`src/rtl/cmsdk_ahb_matrix_decoder_p.sv`:
```
//==============================================================================
// Module   : cmsdk_ahb_matrix_decoder_p
// Brief    : AHB matrix output-port decoder with region table, response mux
//            and internal default slave. Optional error capture register via
//            macro CMSDK_DECODER_ERR_CAPTURE_EN.
// Revision : 1.0
//==============================================================================
`default_nettype none

module cmsdk_ahb_matrix_decoder_p #(
    parameter int                           NUM_MI       = 3,
    parameter int                           NUM_REGIONS  = 4,
    parameter logic [NUM_REGIONS*22-1:0]    REGION_START = '0,
    parameter logic [NUM_REGIONS*22-1:0]    REGION_END   = '0,
    parameter logic [NUM_REGIONS*3-1:0]     REGION_PORT  = '0,
    parameter logic [NUM_REGIONS-1:0]       REGION_REMAP = '0,
    parameter int                           DATA_W       = 32,
    parameter int                           USER_W       = 32
) (
    input  logic                        HCLK,
    input  logic                        HRESETn,
    input  logic                        remapping_dec,
    input  logic                        HREADYS,
    input  logic                        sel_dec,
    input  logic [21:0]                 decode_addr_dec,
    input  logic [1:0]                  trans_dec,
    input  logic [NUM_MI-1:0]           active_dec_v,
    input  logic [NUM_MI-1:0]           readyout_dec_v,
    input  logic [2*NUM_MI-1:0]         resp_dec_v,
    input  logic [DATA_W*NUM_MI-1:0]    rdata_dec_v,
    input  logic [USER_W*NUM_MI-1:0]    ruser_dec_v,
    output logic [NUM_MI-1:0]           sel_dec_v,
    output logic                        active_dec,
    output logic                        HREADYOUTS,
    output logic [1:0]                  HRESPS,
    output logic [DATA_W-1:0]           HRDATAS,
    output logic [USER_W-1:0]           HRUSERS
`ifdef CMSDK_DECODER_ERR_CAPTURE_EN
    ,
    input  logic                        err_clr,
    output logic                        err_valid,
    output logic [21:0]                 err_addr
`endif
);

    localparam logic [3:0] c_DEF_PORT = 4'(NUM_MI);

    localparam logic [1:0] c_DS_IDLE = 2'd0;
    localparam logic [1:0] c_DS_ERR1 = 2'd1;
    localparam logic [1:0] c_DS_ERR2 = 2'd2;

    logic [3:0] w_region_port;
    logic [3:0] w_addr_port;
    logic [3:0] r_data_port;
    logic       w_active;
    logic       w_ds_start;
    logic [1:0] r_ds_state;
    logic [1:0] w_ds_next;
    logic       w_ds_ready;
    logic [1:0] w_ds_resp;

    // Scan from the top so the lowest-index matching region wins.
    always_comb begin
        w_region_port = c_DEF_PORT;
        for (int r = NUM_REGIONS - 1; r >= 0; r--) begin
            if ((decode_addr_dec >= REGION_START[r*22 +: 22]) &&
                (decode_addr_dec <= REGION_END[r*22 +: 22]) &&
                (!REGION_REMAP[r] || remapping_dec)) begin
                if ({1'b0, REGION_PORT[r*3 +: 3]} < c_DEF_PORT) begin
                    w_region_port = {1'b0, REGION_PORT[r*3 +: 3]};
                end else begin
                    w_region_port = c_DEF_PORT;
                end
            end
        end
    end

    // IDLE transfers stay on the current data-phase slave.
    assign w_addr_port = ((trans_dec == 2'b00) && (r_data_port != c_DEF_PORT)) ?
                         r_data_port : w_region_port;

    generate
        for (genvar p = 0; p < NUM_MI; p++) begin : g_sel
            assign sel_dec_v[p] = sel_dec & (w_addr_port == 4'(p));
        end
    endgenerate

    always_comb begin
        w_active = 1'b1;
        for (int p = 0; p < NUM_MI; p++) begin
            if (w_addr_port == 4'(p)) begin
                w_active = active_dec_v[p];
            end
        end
    end

    assign active_dec = w_active;

    always_ff @(posedge HCLK or negedge HRESETn) begin
        if (!HRESETn) begin
            r_data_port <= 4'd0;
        end else if (HREADYS) begin
            r_data_port <= w_addr_port;
        end
    end

    always_comb begin
        HREADYOUTS = w_ds_ready;
        HRESPS     = w_ds_resp;
        HRDATAS    = '0;
        HRUSERS    = '0;
        for (int p = 0; p < NUM_MI; p++) begin
            if (r_data_port == 4'(p)) begin
                HREADYOUTS = readyout_dec_v[p];
                HRESPS     = resp_dec_v[2*p +: 2];
                HRDATAS    = rdata_dec_v[DATA_W*p +: DATA_W];
                HRUSERS    = ruser_dec_v[USER_W*p +: USER_W];
            end
        end
    end

    assign w_ds_start = sel_dec & (w_addr_port == c_DEF_PORT) & trans_dec[1] & HREADYS;

    always_ff @(posedge HCLK or negedge HRESETn) begin
        if (!HRESETn) begin
            r_ds_state <= c_DS_IDLE;
        end else begin
            r_ds_state <= w_ds_next;
        end
    end

    // ERR1 is the wait cycle of the two-cycle ERROR response, so it never stalls.
    always_comb begin
        w_ds_next = r_ds_state;
        case (r_ds_state)
            c_DS_IDLE: if (w_ds_start) w_ds_next = c_DS_ERR1;
            c_DS_ERR1: w_ds_next = c_DS_ERR2;
            c_DS_ERR2: begin
                if (w_ds_start) begin
                    w_ds_next = c_DS_ERR1;
                end else if (HREADYS) begin
                    w_ds_next = c_DS_IDLE;
                end
            end
            default:   w_ds_next = c_DS_IDLE;
        endcase
    end

    always_comb begin
        w_ds_ready = 1'b1;
        w_ds_resp  = 2'b00;
        case (r_ds_state)
            c_DS_ERR1: begin
                w_ds_ready = 1'b0;
                w_ds_resp  = 2'b01;
            end
            c_DS_ERR2: begin
                w_ds_ready = 1'b1;
                w_ds_resp  = 2'b01;
            end
            default: begin
                w_ds_ready = 1'b1;
                w_ds_resp  = 2'b00;
            end
        endcase
    end

`ifdef CMSDK_DECODER_ERR_CAPTURE_EN
    logic        r_err_valid;
    logic [21:0] r_err_addr;
    logic        w_capture;

    // A clear coinciding with a new error still records that new error.
    assign w_capture = (r_ds_state == c_DS_IDLE) && w_ds_start && (!r_err_valid || err_clr);

    always_ff @(posedge HCLK or negedge HRESETn) begin
        if (!HRESETn) begin
            r_err_valid <= 1'b0;
            r_err_addr  <= 22'd0;
        end else if (w_capture) begin
            r_err_valid <= 1'b1;
            r_err_addr  <= decode_addr_dec;
        end else if (err_clr) begin
            r_err_valid <= 1'b0;
        end
    end

    assign err_valid = r_err_valid;
    assign err_addr  = r_err_addr;
`endif

endmodule

`default_nettype wire

```
`config.mk`:
```
export PLATFORM = sky130hd
export DESIGN_NAME = cmsdk_ahb_matrix_decoder_p
export DESIGN_NICKNAME = d
export VERILOG_FILES = /design/src/rtl/cmsdk_ahb_matrix_decoder_p.sv
export SDC_FILE = /design/constraint.sdc
export NUM_CORES = 1
export LEC_CHECK = 0
export BUFFER_PORTS_ARGS = -buffer_cell sky130_fd_sc_hd__buf_2
export CORE_AREA = 5 5 114 116
export CTS_BUF_LIST = sky130_fd_sc_hd__clkbuf_16
export DETAILED_ROUTE_END_ITERATION = 10
export DIE_AREA = 0 0 119 121
export GPL_TIMING_DRIVEN = 0
export PLACE_DENSITY = 0.58
export SETUP_SLACK_MARGIN = 0.4
export SLEW_MARGIN = 40
export SYNTH_ARGS = -nofsm -noshare
export SYNTH_HDL_FRONTEND = slang
export SYNTH_SLANG_ARGS = --single-unit
```
`constraint.sdc`:
```
create_clock -name HCLK -period 1.9 [get_ports HCLK]
set_input_delay 0.095 -clock HCLK [delete_from_list [all_inputs] [get_ports HCLK]]
set_output_delay 0.095 -clock HCLK [all_outputs]
set_load 0.03 [all_outputs]
```
Word level (Yosys, flattened, before mapping)
Index checks and enable logic that the tools add are counted.

word-level totals
  register bits after elaboration = 6
  output and inout bits = 71
  logic and storage cells = 51
  input port bits = 233

operators by class
  reduce and logical (&&, ||, !) cells = 8
  equal/unequal tests = 10
  multiplexer cells = 23
  bitwise operators = 6
  order comparisons = 2

operators by type and width
  kind                                                   count
  2-to-1 mux 32 bit                                      6
  >= comparator 22 x 1 -> 1 bit, second input constant   1
  <= comparator 22 x 1 -> 1 bit, second input constant   1
  2-to-1 mux 2 bit                                       7
  equality test 4 x 2 -> 1 bit, second input constant    3
  equality test 4 x 1 -> 1 bit, second input constant    2
  logical NOT 4 bit                                      2
  2-to-1 mux 1 bit                                       8
  bitwise AND 1 bit                                      6
  case mux 2 bit (3 select lines)                        1
  logical NOT 2 bit                                      2
  2-to-1 mux 4 bit                                       1
  inequality test 4 x 2 -> 1 bit, second input constant  1
  inequality test 3 bit, second input constant           1
  equality test 2 x 1 -> 1 bit, second input constant    1
  equality test 2 bit, second input constant             1
  logical AND 1 bit                                      2
  inequality test 2 bit, second input constant           1
  AND reduction 2 bit                                    1
  OR reduction 2 bit                                     1

Depth between registers and ports, before layout
  depth in word-level cells = 10
  depth in mapped cells = 7
  mapped depth without buffers = 5

Worst setup path before layout
OpenSTA, ideal clock, no wires.

  path type = register to output
  start point = reg r_data_port[3]
  end point = out active_dec
  slack = 0.123 ns
  stages on the path, launching flop included = 6
  arrival = 1.682 ns
  data required time = 1.805 ns
  path buffers = 2
  path through = dfrtp_1 nor3_4 nand2_1 buf_2 buf_2 o221ai_1

between the ends
  cells in the longest elaborated chain, start to end = 7
  elaborated cells on any way between the ends = 9
  those cells by class = eq/ne (3); mux (4); reduce/logical (2)

RTL lines
  item                            RTL line  RTL
  start, declared                 54        logic [3:0] r_data_port;
  start signal, assigned          103       r_data_port <= w_addr_port;
  inequality test 4 x 2 -> 1 bit  79        assign w_addr_port = ((trans_dec == 2'b00) && (r_data_port != c_DEF_PORT)) ?
  logical AND 1 bit               79
  2-to-1 mux 4 bit (*)            79
  logical NOT 4 bit               91        if (w_addr_port == 4'(p)) begin
  2-to-1 mux 1 bit (2 in a row)   91
  2-to-1 mux 1 bit (*)            91
  end, declared                   33        output logic active_dec,

Every way passes the cells marked *; elsewhere a longest branch is shown, timed or not.

Worst setup path in the final report
  start point = reg r_data_port[2]
  end point = out active_dec

Same word-level chain as after synthesis.

==> results.cfg <==
[timing]
rsz0062_at_grt = true
slew_headroom = 0.6105
max_slew.worst_pin.slew_ns = 0.5843
worst_slack_ns = 0.02679
hold_ws_ns = 0.1504
hold_viol_final = 0
finalSetupViolCount = 0
finalMaxSlewViolations = 0
min_period_over_period = 0.9859
fmax_mhz = 533.8
finalClockSkew_ns = 0.001133
timing.final.crit_period_ns = 1.873

[routing]
antenna_left = 0
initialDrtViolationCount = 118
drtPass1Iterations = 4
vias = 3789
post-route-drc-count = 0
routed_wl_um = 13940
wl_per_cell_um = 16.92
viasPerCell = 4.598

[synthesis]
ys_seq_area_frac = 0.08158
synth-xor-area-share = 0
synthTopCellsByArea = a21oi_1, o21ai_0, nor2_1
synth_common_cells = nor2_1, nand2_1, a21oi_1
synth_top_family_by_area = compound AO/OA/AOI/OAI gates
yosys.area_share.simple = 0.3725
synth-edff-count = 0
synth_area_um2 = 1841
synth_nets = 592
ys.flop_type = dfrtp_1
async_reset_ff_frac = 1.000
synth-seq-cells = 6
yosys_warnings = 0
synth_compound_area_frac = 0.4174
syn_inst = 354
synthAdderAreaFrac = 0.03399
synthMuxAreaShare = 0.01360
synth_top_area_share = 0.1876
synth_most_common_cell = nor2_1
yosysTopAreaCell = a21oi_1
syn_avg_cell_area_um2 = 5.199
synth_cell_types = 33

[finish]
area_delta_synth_final_pct = 192.6
multi_input_area_um2 = 2636
utilization = 0.4559
antennaDiodeCount = 0
stdcell_count = 824
drive_above_1_share = 0.7681
fillers = 1137
regArea_um2 = 153.9
fin_nets = 917

[cts]
numCtsBuffers = 3
clkTransAtPathRegs_ns = 0.03
clk_latency_ns = 0.23
cts_buffer_depth = 2
root_buffer = clkbuf_16
htree_levels = 1
cts.sinks = 6
cts_tree = done

[grt]
top_usage_layer = met2
grt.overflow.total = 0
met3_usage = 0.04895
antenna_found_initial = 0
grt_max_degree = 11
grt_pass1_vias = 4133
grt_pass1_wl_um = 20910
grtUsageTotal = 0.1785
use_met1 = 0.1922
use_met2 = 0.3448

[place]
portBuffers = 302
dp.cells = 803
place_ws_ns = -0.3520
place_congestion = 0.8268
place_hpwl_um = 11310

[floorplanning]
design.core.area_um2 = 11810
fp.dieH_um = 121
ios = 304
placementRows = 40
start_util = 0.1558
die_area_um2 = 14400
fp.dieW_um = 119

[job]
drv_cap = 0

[power_and_ir_drop]
p_leak_uw = 0.002271
vdd_drop_max_mv = 0.2945
p_per_area_nw_per_um2 = 215.3

[critical_path]
cp_max_fo = 5
crit_arrival_ns = 1.78
max_stage_delay_ns = 0.43
critical_path.slowest_cell = dfrtp_2
r2r_setup_slack_ns = 0.46
path_class = flop to primary output
path_cells = nor2_4 > and3_4 > buf_8 > buf_8 > nand3_2 > o211ai_1 > o221ai_4 > buf_6
required_ns = 1.80
crit_path_frequent_cell = buf_8
cp-end-kind = primary output
start_kind = flop

[worst_hold_path]
holdCritPathClass = primary input to flop

[status]
outcome = finished, final reports clean
[kinds of logic (layout without fill, tap and decap cells)]
group,count (synthesis),count (layout)
muxes,2,2
adders and majority gates,5,5
and+or+nand+nor,161,161
AOI/OAI and AO/OA,146,146
DFF,6,6
buffers and inverters,34,357
[final timing paths]
check,startpoint,endpoint,cells after the start
worst max-delay path,r_data_port[2],active_dec,8
worst min-delay path,HREADYS,r_data_port[0],2
worst max register to register,r_ds_state[0],r_ds_state[1],5
worst min register to register,r_data_port[3],r_data_port[3],1
max in group asynchronous,HRESETn,r_data_port[3],2
min in group asynchronous,HRESETn,r_data_port[0],2
[flip-flops by register name, indices dropped and copies added, names as in the netlist]
register and flops:
r_data_port 4, r_ds_state 2
[timing repair]
action / in CTS / in global routing
gates resized for setup: 267 / 87
gates cloned: 4 / 1
buffers inserted: 11 / 1
pin swaps: 20 / 12
setup endpoints to repair: 73 / 72
endpoints found under the hold margin: 6 / 0
hold buffers: 1 / 0
[critical path: cells and delay by family, from the launching register on]
family                 cells  cell delay [ns]
AOI/OAI and AO/OA          2             0.29
buffers and inverters      3             0.42
DFF                        1             0.43
and+or+nand+nor            3             0.40
[routing by layer]
layer,routed length [um],share of wire
met2,7520,0.54
met1,5036,0.36
met4,180,0.013
met3,1203,0.086
met5,0,0
[layout by cell type, fill, tap and decap left out, drive strengths merged]
master / Yosys / layout
a21oi: 70 / 70
mux2i: 1 / 1
mux2: 1 / 1
a22oi: 3 / 3
inv: 5 / 5
buf: 14 / 341
and3: 3 / 3
dlygate4sd3: 0 / 1
a31oi: 1 / 1
o21ai: 65 / 65
nor2b: 1 / 1
o211ai: 4 / 4
nand3: 1 / 1
nor4: 5 / 5
nand2: 70 / 70
o21a: 1 / 1
nand4: 1 / 1
and2: 3 / 3
or2: 1 / 1
o32ai: 1 / 1
ha: 5 / 5
o221ai: 1 / 1
clkbuf: 15 / 10
dfrtp: 6 / 6
nor2: 73 / 73
nor3: 3 / 3
[area by class of cell]
class	instances	share of cell area
well taps	147	0.03415
flip-flops and latches	6	0.02858
inverters	5	0.003485
repair buffers	320	0.3752
clock buffers	3	0.01394
multi-input cells	314	0.4895
plain buffers	29	0.05507
[stage by stage]
stage	TNS, ns	instance area [um^2]	power, uW
6_report	0	5385	1159
5_1_grt	-0.5893	5385	1232
4_1_cts	0	5125	1101
3_5_place_dp	-12.80	4280	699.6
3_3_place_gp	-12.06	4280	681.2
2_1_floorplan	0	2585	397.6
[where the power goes]
group / switching, uW / internal, uW
sequential: 20.2 / 146
clock: 69.7 / 270
combinational: 295 / 359
Power figures use the tool's default switching activity.
